[src/rtl/cordic_vec_rtl_if.sv]
// Handshake and data bundle for the vectoring CORDIC core.
// The master drives start and the operands; the slave returns angle, magnitude and ready_out.
interface cordic_vec_rtl_if #(
    parameter int W = 12
);
    logic                start;
    logic signed [W-1:0] x_in;
    logic signed [W-1:0] y_in;
    logic                ready_out;
    logic signed [W:0]   angle_out;
    logic        [W:0]   mag_out;

    modport master (
        output start, x_in, y_in,
        input  ready_out, angle_out, mag_out
    );

    modport slave (
        input  start, x_in, y_in,
        output ready_out, angle_out, mag_out
    );
endinterface

[src/rtl/cordic_vec_rtl.sv]
// Iterative vectoring-mode CORDIC: atan2(y, x) and gain-compensated magnitude in fixpoint.
// Define CORDIC_VEC_ROUND_EN to round the magnitude to nearest instead of truncating it.
module cordic_vec_rtl #(
    parameter int W         = 12,
    parameter int FXP_SHIFT = 10,
    parameter int ITER      = 11
) (
    input logic            clock,
    input logic            reset,
    cordic_vec_rtl_if.slave bus
);

    localparam int XW   = W + 2;
    localparam int ZW   = W + 1;
    localparam int ACCW = 24;

    localparam logic [3:0]           LAST_ITER  = 4'(ITER - 1);
    localparam logic [3:0]           LAST_SCALE = 4'd2;
    localparam logic signed [ZW-1:0] HALF_PI    = ZW'(1608);

`ifdef CORDIC_VEC_ROUND_EN
    localparam logic signed [ACCW-1:0] ROUND_BIAS = ACCW'(1 << (FXP_SHIFT - 1));
`else
    localparam logic signed [ACCW-1:0] ROUND_BIAS = '0;
`endif

    typedef enum logic [2:0] {
        IDLE,
        PRE,
        ITERATE,
        SCALE,
        OUT,
        HOLD
    } state_t;

    state_t                 state_q,    state_d;
    logic signed [XW-1:0]   x_q,        x_d;
    logic signed [XW-1:0]   y_q,        y_d;
    logic signed [ZW-1:0]   z_q,        z_d;
    logic        [3:0]      cnt_q,      cnt_d;
    logic signed [ACCW-1:0] acc_q,      acc_d;
    logic                   zeroFlag_q, zeroFlag_d;
    logic                   ready_q,    ready_d;
    logic signed [ZW-1:0]   angle_q,    angle_d;
    logic        [ZW-1:0]   mag_q,      mag_d;

    logic signed [XW-1:0]   xShift;
    logic signed [XW-1:0]   yShift;
    logic signed [ACCW-1:0] xExt;

    function automatic logic signed [ZW-1:0] atanLut(input logic [3:0] idx);
        logic signed [ZW-1:0] val;
        case (idx)
            4'd0:    val = ZW'(804);
            4'd1:    val = ZW'(475);
            4'd2:    val = ZW'(251);
            4'd3:    val = ZW'(127);
            4'd4:    val = ZW'(64);
            4'd5:    val = ZW'(32);
            4'd6:    val = ZW'(16);
            4'd7:    val = ZW'(8);
            4'd8:    val = ZW'(4);
            4'd9:    val = ZW'(2);
            4'd10:   val = ZW'(1);
            default: val = '0;
        endcase
        return val;
    endfunction

    assign xShift = x_q >>> cnt_q;
    assign yShift = y_q >>> cnt_q;
    assign xExt   = $signed({{(ACCW - XW){x_q[XW-1]}}, x_q});

    always_ff @(posedge clock) begin
        if (reset) begin
            state_q    <= IDLE;
            x_q        <= '0;
            y_q        <= '0;
            z_q        <= '0;
            cnt_q      <= '0;
            acc_q      <= '0;
            zeroFlag_q <= 1'b0;
            ready_q    <= 1'b0;
            angle_q    <= '0;
            mag_q      <= '0;
        end else begin
            state_q    <= state_d;
            x_q        <= x_d;
            y_q        <= y_d;
            z_q        <= z_d;
            cnt_q      <= cnt_d;
            acc_q      <= acc_d;
            zeroFlag_q <= zeroFlag_d;
            ready_q    <= ready_d;
            angle_q    <= angle_d;
            mag_q      <= mag_d;
        end
    end

    // Only IDLE and HOLD look at start, so pulses while busy have no effect.
    always_comb begin
        state_d    = state_q;
        x_d        = x_q;
        y_d        = y_q;
        z_d        = z_q;
        cnt_d      = cnt_q;
        acc_d      = acc_q;
        zeroFlag_d = zeroFlag_q;
        ready_d    = ready_q;
        angle_d    = angle_q;
        mag_d      = mag_q;

        case (state_q)
            IDLE: begin
                if (bus.start) begin
                    x_d        = {{(XW - W){bus.x_in[W-1]}}, bus.x_in};
                    y_d        = {{(XW - W){bus.y_in[W-1]}}, bus.y_in};
                    zeroFlag_d = (bus.x_in == '0) && (bus.y_in == '0);
                    ready_d    = 1'b0;
                    state_d    = PRE;
                end
            end

            // Fold left-half-plane vectors by +/-90 degrees so the iterations converge.
            PRE: begin
                if (!x_q[XW-1]) begin
                    z_d = '0;
                end else if (!y_q[XW-1]) begin
                    x_d = y_q;
                    y_d = -x_q;
                    z_d = HALF_PI;
                end else begin
                    x_d = -y_q;
                    y_d = x_q;
                    z_d = -HALF_PI;
                end
                cnt_d   = '0;
                state_d = ITERATE;
            end

            ITERATE: begin
                if (!y_q[XW-1]) begin
                    x_d = x_q + yShift;
                    y_d = y_q - xShift;
                    z_d = z_q + atanLut(cnt_q);
                end else begin
                    x_d = x_q - yShift;
                    y_d = y_q + xShift;
                    z_d = z_q - atanLut(cnt_q);
                end
                cnt_d = cnt_q + 4'd1;
                if (cnt_q == LAST_ITER) begin
                    cnt_d   = '0;
                    acc_d   = '0;
                    state_d = SCALE;
                end
            end

            // K = 622/1024 built from 512+64+32+8+4+2, two terms per cycle.
            SCALE: begin
                case (cnt_q[1:0])
                    2'd0:    acc_d = (xExt <<< 9) + (xExt <<< 6);
                    2'd1:    acc_d = acc_q + (xExt <<< 5) + (xExt <<< 3);
                    default: acc_d = acc_q + (xExt <<< 2) + (xExt <<< 1);
                endcase
                cnt_d = cnt_q + 4'd1;
                if (cnt_q == LAST_SCALE) begin
                    cnt_d   = '0;
                    state_d = OUT;
                end
            end

            OUT: begin
                if (zeroFlag_q) begin
                    angle_d = '0;
                    mag_d   = '0;
                end else begin
                    angle_d = z_q;
                    mag_d   = ZW'((acc_q + ROUND_BIAS) >>> FXP_SHIFT);
                end
                ready_d = 1'b1;
                state_d = HOLD;
            end

            HOLD: begin
                if (!bus.start) begin
                    state_d = IDLE;
                end
            end

            default: begin
                state_d = IDLE;
            end
        endcase
    end

    assign bus.ready_out = ready_q;
    assign bus.angle_out = angle_q;
    assign bus.mag_out   = mag_q;

endmodule
[src/flat_wrapper.sv]
// flat-port wrapper written by rule: the top's interface ports become plain ports
module cordic_vec_rtl_flat 
#(
    parameter int W         = 12,
    parameter int FXP_SHIFT = 10,
    parameter int ITER      = 11
)
  (clock, reset, bus_start, bus_x_in, bus_y_in, bus_ready_out, bus_angle_out, bus_mag_out);
  cordic_vec_rtl_if #(.W(W)) bus_i ();
  input logic clock;
  input logic reset;
  input wire logic [$bits(bus_i.start)-1:0] bus_start;
  input wire logic [$bits(bus_i.x_in)-1:0] bus_x_in;
  input wire logic [$bits(bus_i.y_in)-1:0] bus_y_in;
  output wire logic [$bits(bus_i.ready_out)-1:0] bus_ready_out;
  output wire logic [$bits(bus_i.angle_out)-1:0] bus_angle_out;
  output wire logic [$bits(bus_i.mag_out)-1:0] bus_mag_out;
  assign bus_i.start = bus_start;
  assign bus_i.x_in = bus_x_in;
  assign bus_i.y_in = bus_y_in;
  assign bus_ready_out = bus_i.ready_out;
  assign bus_angle_out = bus_i.angle_out;
  assign bus_mag_out = bus_i.mag_out;
  cordic_vec_rtl #(.W(W), .FXP_SHIFT(FXP_SHIFT), .ITER(ITER)) u_core (.clock(clock), .reset(reset), .bus(bus_i));
endmodule
[config.mk]
export PLATFORM = sky130hd
export DESIGN_NAME = cordic_vec_rtl_flat
export DESIGN_NICKNAME = d
export VERILOG_FILES = /design/src/rtl/cordic_vec_rtl_if.sv /design/src/rtl/cordic_vec_rtl.sv /design/src/flat_wrapper.sv
export SDC_FILE = /design/constraint.sdc
export NUM_CORES = 1
export LEC_CHECK = 0
export CAP_MARGIN = 20
export CORE_MARGIN = 1
export CORE_UTILIZATION = 45
export CTS_BUF_LIST = sky130_fd_sc_hd__clkbuf_16
export CTS_CLUSTER_SIZE = 25
export DETAILED_ROUTE_END_ITERATION = 8
export PLACE_DENSITY = 0.59
export SYNTH_ARGS = -nofsm -noshare
export SYNTH_HDL_FRONTEND = slang
export SYNTH_SLANG_ARGS = --single-unit
export TNS_END_PERCENT = 50
[constraint.sdc]
create_clock -name clock -period 5.15 [get_ports clock]
set_input_delay 1.2875 -clock clock [delete_from_list [all_inputs] [get_ports clock]]
set_output_delay 1.2875 -clock clock [all_outputs]
set_load 0.01 [all_outputs]
==> impl_metrics.csv, run 1 <==
group,metric,value,unit
run_status,outcome,"complete, but fails checks",
run_status,failed_checks,"DRC",
detailed_routing,ant_nets,0,
global_routing,grt_remaining_overflow,0,
clock_tree,cts_buffers,9,
sta,slew-limit-headroom,30.46,%
sta,fmax,206.7,MHz
clock_tree,cts.sinks,108,
sta,holdWs,0.4626,ns
cells_and_area,layout-drive-gt1-share,7.212,%
synth,synth-edff-count,0,
synth,yosysSeqAreaShare,17.88,%
min_path,hold_end,"u_core.bus.ready_out",
detailed_routing,routed_wl,39.18,mm
cells_and_area,final_cell_mix,"nor2_1 (163), a21oi_1 (138), ha_1 (110)",
sta,hold_violations,0,
global_routing,grt.total_usage,28.26,%
sta,period_share,93.96,%
power_and_ir_drop,switching_share,53.16,%
setup_path,critical_path_required,5.40,ns
power_and_ir_drop,seqPwrFrac,13.8,%
die,num_rows,59,
synth,ys_warn_count,0,
clock_tree,clk_pin_slew,0.09,ns
clock_tree,root_buffer,"clkbuf_16",
detailed_routing,via_per_inst,6.279,
setup_path,r2r_start,"u_core.cnt_q[0]",
sta,worst_pin_slew,1.042,ns
synth,ys.flop_type,"dfxtp_1",
setup_path,reg2reg_slack,0.31,ns
clock_tree,hold_buffers,0,
sta,fin_skew,0.02081,ns
synth,ys_ff_latch,108,
power_and_ir_drop,power.leakage,5.358,nW
synth,syn_area_per_cell,8.006,um2
die,io_pins,54,
cells_and_area,antennaDiodeCount,0,
sta,setup_violations,0,
global_routing,antenna_found_initial,0,
sta,slew_violations,0,
setup_path,cp_max_fo,21,
die,start_util,46.13,%
die,die_w,165.9,um
place,portBuffers,53,
power_and_ir_drop,clkPwrFrac,7.8,%
cells_and_area,fillerInstances,2588,
die,dieArea,27520,um2
min_path,min_from,"u_core.bus.ready_out",
global_routing,grt_max_degree,54,
cells_and_area,syn_to_final_growth,9.428,%
detailed_routing,wl_per_cell,20.91,um
power_and_ir_drop,finalPower,0.009679,W
detailed_routing,detail_route.first_pass.iterations,8,
detailed_routing,vias,11770,
detailed_routing,drt_iter0_markers,1072,
synth,synthArstFlopShare,0,%
detailed_routing,drc,4,
setup_path,reg2regPathDepth,17,
die,die_h,165.9,um
min_path,min_path_type,"reg2reg",
clock_tree,cts_buffer_depth,2,
synth,synth_area,12090,um2
sta,setup_tns,0,ns
clock_tree,cts_tree,"built",
power_and_ir_drop,p_per_area,731.6,nW/um2
die,coreArea,26210,um2
sta,layout_min_cycle_time,4.839,ns
power_and_ir_drop,power_frac_comb,78.4,%
setup_path,endpoint_kind,"flop",
setup_path,startpoint_type,"flop",
clock_tree,clock_latency,0.37,ns
power_and_ir_drop,p_switching,0.005145,W
cells_and_area,nNetsFinal,1703,
synth,syn_nets,1679,
place,gp_congestion,1.016,
sta,rsz0062_at_grt,"false",
min_path,hold_depth,2,
clock_tree,htree_levels,3,
setup_path,path_class,"reg2reg",
power_and_ir_drop,irDropWorstVdd,0.0002841,V
power_and_ir_drop,internal_power,0.004534,W
place,dp_hpwl,29.95,mm
setup_path,r2r_end,"u_core.y_q[13]",
setup_path,worstPathArrival,5.09,ns
synth,synth_cells,1510,
global_routing,grt_pass1_wl,61.87,mm
synth,synth.distinct_cells,92,
cells_and_area,final_common_cell,"nor2_1",
global_routing,first_global_vias,11000,
run,cap_violations,0,
## cell type report
class	count	area (um2)	area share, %
Multi-Input combinational cell	1267	9286	70.20
Sequential cell	108	2167	16.38
Timing Repair Buffer	94	845.8	6.394
Tap cell	335	419.2	3.168
Clock buffer	9	225.2	1.702
Inverter	54	202.7	1.532
Clock inverter	7	82.58	0.6242
## synthesized netlist by cell type (6+ instances only)
| master | instances | area (um2) |
|---|---|---|
| nor4_1 | 12 | 75.07 |
| mux4_1 | 7 | 183.9 |
| o21a_1 | 24 | 180.2 |
| a21o_1 | 16 | 120.1 |
| a211o_1 | 6 | 52.55 |
| nor2b_1 | 14 | 87.58 |
| o31ai_1 | 13 | 97.59 |
| a21boi_0 | 9 | 67.56 |
| o21ai_0 | 109 | 545.5 |
| a31oi_1 | 18 | 112.6 |
| xnor2_1 | 64 | 560.5 |
| a221oi_1 | 16 | 140.1 |
| nor3_1 | 52 | 260.3 |
| nand2b_1 | 18 | 112.6 |
| ha_1 | 110 | 1376 |
| and3_1 | 9 | 56.30 |
| mux4_2 | 16 | 360.4 |
| a22oi_1 | 13 | 97.59 |
| and2_1 | 14 | 87.58 |
| nor3b_1 | 29 | 217.7 |
| nand3_1 | 26 | 130.1 |
| mux2_2 | 8 | 90.09 |
| clkbuf_1 | 59 | 221.5 |
| or2_2 | 6 | 37.54 |
| a21oi_1 | 139 | 695.7 |
| a22o_1 | 6 | 52.55 |
| nand2_1 | 98 | 367.9 |
| a211oi_1 | 31 | 232.7 |
| o31a_1 | 8 | 70.07 |
| dfxtp_1 | 108 | 2162 |
| fa_1 | 32 | 640.6 |
| o22ai_1 | 12 | 75.07 |
| o211ai_1 | 12 | 90.09 |
| clkbuf_8 | 10 | 137.6 |
| nor2_1 | 164 | 615.6 |
| a32oi_1 | 6 | 52.55 |
| or3_1 | 15 | 93.84 |
| inv_1 | 53 | 198.9 |
| xor2_1 | 40 | 350.3 |
| mux2i_1 | 10 | 100.1 |
## kinds of logic (layout without fill, tap and decap cells)
kind of cell    after synthesis  after routing  synth area share [%]
simple gates                490            490                 20.05
xor+xnor                    104            104                 7.535
mux                          42             42                 6.282
compound gates              489            489                 26.20
fa+ha+maj                   142            142                 16.68
buf+inv                     135            164                 5.371
flops                       108            108                 17.88
## power groups by stage
| stage | clock [W] | sequential, W | combinational [W] |
|---|---|---|---|
| after detailed placement | 0 | 0.00134 | 0.00743 |
| after global routing | 0.000789 | 0.00136 | 0.00837 |
| after CTS | 0.000764 | 0.00133 | 0.00749 |
| after floorplan | 0 | 0.00131 | 0.00564 |
| after global placement | 0 | 0.00135 | 0.00741 |
| final | 0.000751 | 0.00134 | 0.00759 |
## state kept, by name, indices dropped and copies added, names as in the netlist, named ones only
| name | cells |
|---|---|
| u_core.acc_q | 22 |
| u_core.x_q | 14 |
| u_core.y_q | 14 |
| u_core.bus.angle_out | 13 |
| u_core.bus.mag_out | 13 |
| u_core.z_q | 13 |
| u_core.cnt_q | 4 |
| u_core.state_q | 3 |
| u_core.bus.ready_out | 1 |
| u_core.zeroFlag_q | 1 |
## worst max-delay path by stage
stage	from	endpoint	cells after the start
floorplan	u_core.x_q[12]	u_core.y_q[13]	17
global placement	u_core.cnt_q[0]	u_core.y_q[13]	17
detailed placement	u_core.cnt_q[0]	u_core.y_q[13]	17
CTS	u_core.cnt_q[0]	u_core.y_q[13]	17
global route	u_core.cnt_q[0]	u_core.y_q[13]	17
finish	u_core.cnt_q[0]	u_core.y_q[13]	17
## routing by layer
layer | share of wire, % | up-vias | track usage, %
li1 | - | 5637 | -
met1 | 46 | 5651 | 39.99
met2 | 45 | 421 | 44.69
met3 | 7.0 | 58 | 3.432
met4 | 2.6 | 0 | 8.777
met5 | 0 | - | 0
## repair_timing
action                                  4_1_cts  5_1_grt
resized for setup                             0        1
endpoints found under the setup margin        0        2
setup buffers                                 0        0
## per-stage QoR
| stage | utilization [%] | setup slack (ns) | area, um2 | cells |
|---|---|---|---|---|
| detailed placement | 49.30 | 0.2126 | 12920 | 1858 |
| CTS | 50.47 | 0.1994 | 13230 | 1874 |
| global route | 50.48 | 0.04007 | 13230 | 1874 |
| global placement | 49.30 | 0.3172 | 12920 | 1858 |
| finish | 50.48 | 0.3111 | 13230 | 1874 |
| floorplan | - | 0.8377 | 12090 | 1510 |
## worst max-delay path: stages (launching register included)
cell	delay, ns
dfxtp_4	0.54
buf_4	0.28
mux4_1	0.61
o211a_1	0.24
a2111o_1	0.42
and4bb_4	0.34
and2_4	0.16
a21oi_1	0.09
xnor2_1	0.15
ha_1	0.35
and2_1	0.19
a22o_1	0.20
a311oi_1	0.40
o21bai_1	0.11
a21oi_1	0.23
o21ai_0	0.14
xnor2_1	0.17
o21ai_0	0.09
(Power assumes the default switching activity.)
==> run 2, diff against run 1 <==
Settings changed: PLACE_DENSITY 0.59 to 0.64, SLEW_MARGIN set to 30.
==> run 2 against run 1 <==
Worst hold slack worse by 0.0054 ns. Register-to-register slack better by 0.09 ns. Largest power group unchanged. Global-route usage increased by 0.19 points. The run still ends with DRC left. Sequential power about the same. Non-clock buffer count rose by 3. Critical path depth is 1 lower. Clock skew fell by 0.0056 ns. Final cell count rose by 0.16%. Sequential share of layout area about the same. Clock power fell by 7.9%. Via count hardly changed.
==> impl_metrics.csv, run 2 (synthesis gave the netlist of run 1 again) <==
group,metric,value,unit
run_status,outcome,"complete, but fails checks",
run_status,failed_checks,"DRC",
setup_path,reg2reg_slack,0.40,ns
global_routing,grt.total_usage,28.45,%
cells_and_area,fillerInstances,2537,
sta,rsz0062_at_grt,"false",
sta,slew_violations,0,
die,die_h,165.9,um
setup_path,crit_slowest_cell,"mux4_2",
sta,fmax,210.4,MHz
clock_tree,root_buffer,"clkbuf_16",
min_path,hold_depth,2,
detailed_routing,wl_per_cell,20.88,um
global_routing,top_usage_layer,"met2",
global_routing,grt_pass1_wl,62.09,mm
sta,worst_pin_slew,0.9999,ns
cells_and_area,top_regs,"u_core.acc_q (22), u_core.x_q (14), u_core.y_q (14)",
power_and_ir_drop,irDropWorstVdd,0.0002908,V
sta,setup_violations,0,
clock_tree,cts_buffer_depth,2,
power_and_ir_drop,power_frac_comb,79.0,%
setup_path,path_cells,"mux4_2 -> mux4_2 -> a2111o_1 -> and4bb_4 -> and2_4 -> a21oi_1 -> xnor2_1 -> ha_1 -> and2_1 -> a22o_1 -> a311oi_1 -> o21bai_1 -> a21oi_1 -> o21ai_0 -> xnor2_1 -> o21ai_0",
sta,period_share,92.28,%
min_path,hold_end,"u_core.bus.ready_out",
die,num_rows,59,
global_routing,met1_usage,39.17,%
power_and_ir_drop,clkPwrFrac,7.2,%
detailed_routing,drc,3,
global_routing,grt_util_met3,4.743,%
die,die_w,165.9,um
setup_path,path_class,"reg2reg",
die,dieArea,27520,um2
sta,fin_skew,0.01521,ns
place,portBuffers,53,
clock_tree,cts_buffers,9,
clock_tree,cts_tree,"built",
global_routing,antenna_found_initial,0,
cells_and_area,syn_to_final_growth,9.263,%
setup_path,worstPathArrival,4.99,ns
setup_path,r2r_start,"u_core.cnt_q[0]",
power_and_ir_drop,p_switching,0.005163,W
run,cap_violations,0,
cells_and_area,antennaDiodeCount,0,
setup_path,endpoint_kind,"flop",
power_and_ir_drop,power.leakage,5.350,nW
power_and_ir_drop,internal_power,0.004482,W
die,coreArea,26210,um2
setup_path,max_stage_delay,0.61,ns
detailed_routing,drt_iter0_markers,1037,
sta,slew-limit-headroom,33.18,%
setup_path,critical_path_required,5.39,ns
min_path,min_path_type,"reg2reg",
cells_and_area,regMostFlops,"u_core.acc_q",
detailed_routing,detail_route.first_pass.iterations,7,
cells_and_area,layout-drive-gt1-share,7.393,%
detailed_routing,via_per_inst,6.266,
detailed_routing,vias,11760,
clock_tree,clk_pin_slew,0.07,ns
power_and_ir_drop,switching_share,53.53,%
detailed_routing,routed_wl,39.19,mm
cells_and_area,largest_register_ffs,22,
global_routing,first_global_vias,11240,
place,placed_area,12930,um2
setup_path,cp_max_fo,18,
min_path,min_from,"u_core.bus.ready_out",
power_and_ir_drop,p_per_area,730.1,nW/um2
clock_tree,clock_latency,0.37,ns
clock_tree,cts.sinks,108,
sta,layout_min_cycle_time,4.752,ns
global_routing,grt_max_degree,54,
setup_path,startpoint_type,"flop",
cells_and_area,finalCoreUtilization,50.40,%
cells_and_area,final_common_cell,"nor2_1",
global_routing,grt_remaining_overflow,0,
global_routing,use_met2,44.12,%
setup_path,r2r_end,"u_core.y_q[13]",
die,io_pins,54,
clock_tree,hold_buffers,0,
power_and_ir_drop,seqPwrFrac,13.9,%
place,gp_congestion,0.9766,
detailed_routing,ant_nets,0,
clock_tree,htree_levels,3,
sta,holdWs,0.4572,ns
sta,setup_tns,0,ns
cells_and_area,nNetsFinal,1706,
die,start_util,46.13,%
setup_path,reg2regPathDepth,16,
place,dp_hpwl,29.77,mm
sta,hold_violations,0,
cells_and_area,final_area,13210,um2
cells_and_area,final_cell_mix,"nor2_1 (163), a21oi_1 (138), ha_1 (110)",
[run 2: worst max path at each step]
| stage | from | to | cells after the start |
|---|---|---|---|
| floorplan | u_core.x_q[12] | u_core.y_q[13] | 17 |
| global route | u_core.cnt_q[1] | u_core.x_q[13] | 15 |
| finish | u_core.cnt_q[0] | u_core.y_q[13] | 16 |
| CTS | u_core.cnt_q[0] | u_core.y_q[13] | 16 |
| global placement | u_core.cnt_q[0] | u_core.y_q[13] | 16 |
| detailed placement | u_core.cnt_q[0] | u_core.y_q[13] | 16 |
[run 2: power by group through the flow]
| stage | Sequential (W) | Combinational [W] | Clock [W] |
|---|---|---|---|
| after floorplan | 0.00131 | 0.00564 | 0 |
| after global placement | 0.00134 | 0.00737 | 0 |
| after CTS | 0.00132 | 0.00750 | 0.000705 |
| after global routing | 0.00136 | 0.00841 | 0.000742 |
| final | 0.00134 | 0.00761 | 0.000692 |
| after detailed placement | 0.00134 | 0.00745 | 0 |
[run 2: repair_timing]
action,in CTS,in global routing
buffers inserted,0,0
setup endpoints to repair,0,1
gates resized for setup,0,1
[run 2: through the flow]
step	std cells	setup WS [ns]	total power, W
2_1_floorplan	1510	0.8377	0.006956
3_3_place_gp	1861	0.3600	0.008711
3_5_place_dp	1861	0.2962	0.008795
4_1_cts	1877	0.2789	0.009534
6_report	1877	0.3976	0.009644
5_1_grt	1877	0.05185	0.01051
[run 2: layout make-up]
class,instances,area (um2),area share (%)
inverters,54,202.7,1.535
multi-input cells,1267,9286,70.30
flip-flops and latches,108,2168,16.42
clock inverters,7,51.30,0.3884
repair buffers,97,855.8,6.479
well taps,335,419.2,3.173
clock buffers,9,225.2,1.705
[run 2: critical path, delay by kind of cell, from the launching register on]
family,cells,cell delay (ns)
xor+xnor,2,0.30
mux,2,1.15
compound gates,8,1.60
simple gates,3,0.68
flops,1,0.53
fa+ha+maj,1,0.36
[run 2: per-layer routing]
metal | share of wire, % | wire, um
met5 | 0 | 0
met4 | 3.2 | 1270
met3 | 7.6 | 2992
met2 | 44 | 17120
met1 | 45 | 17800
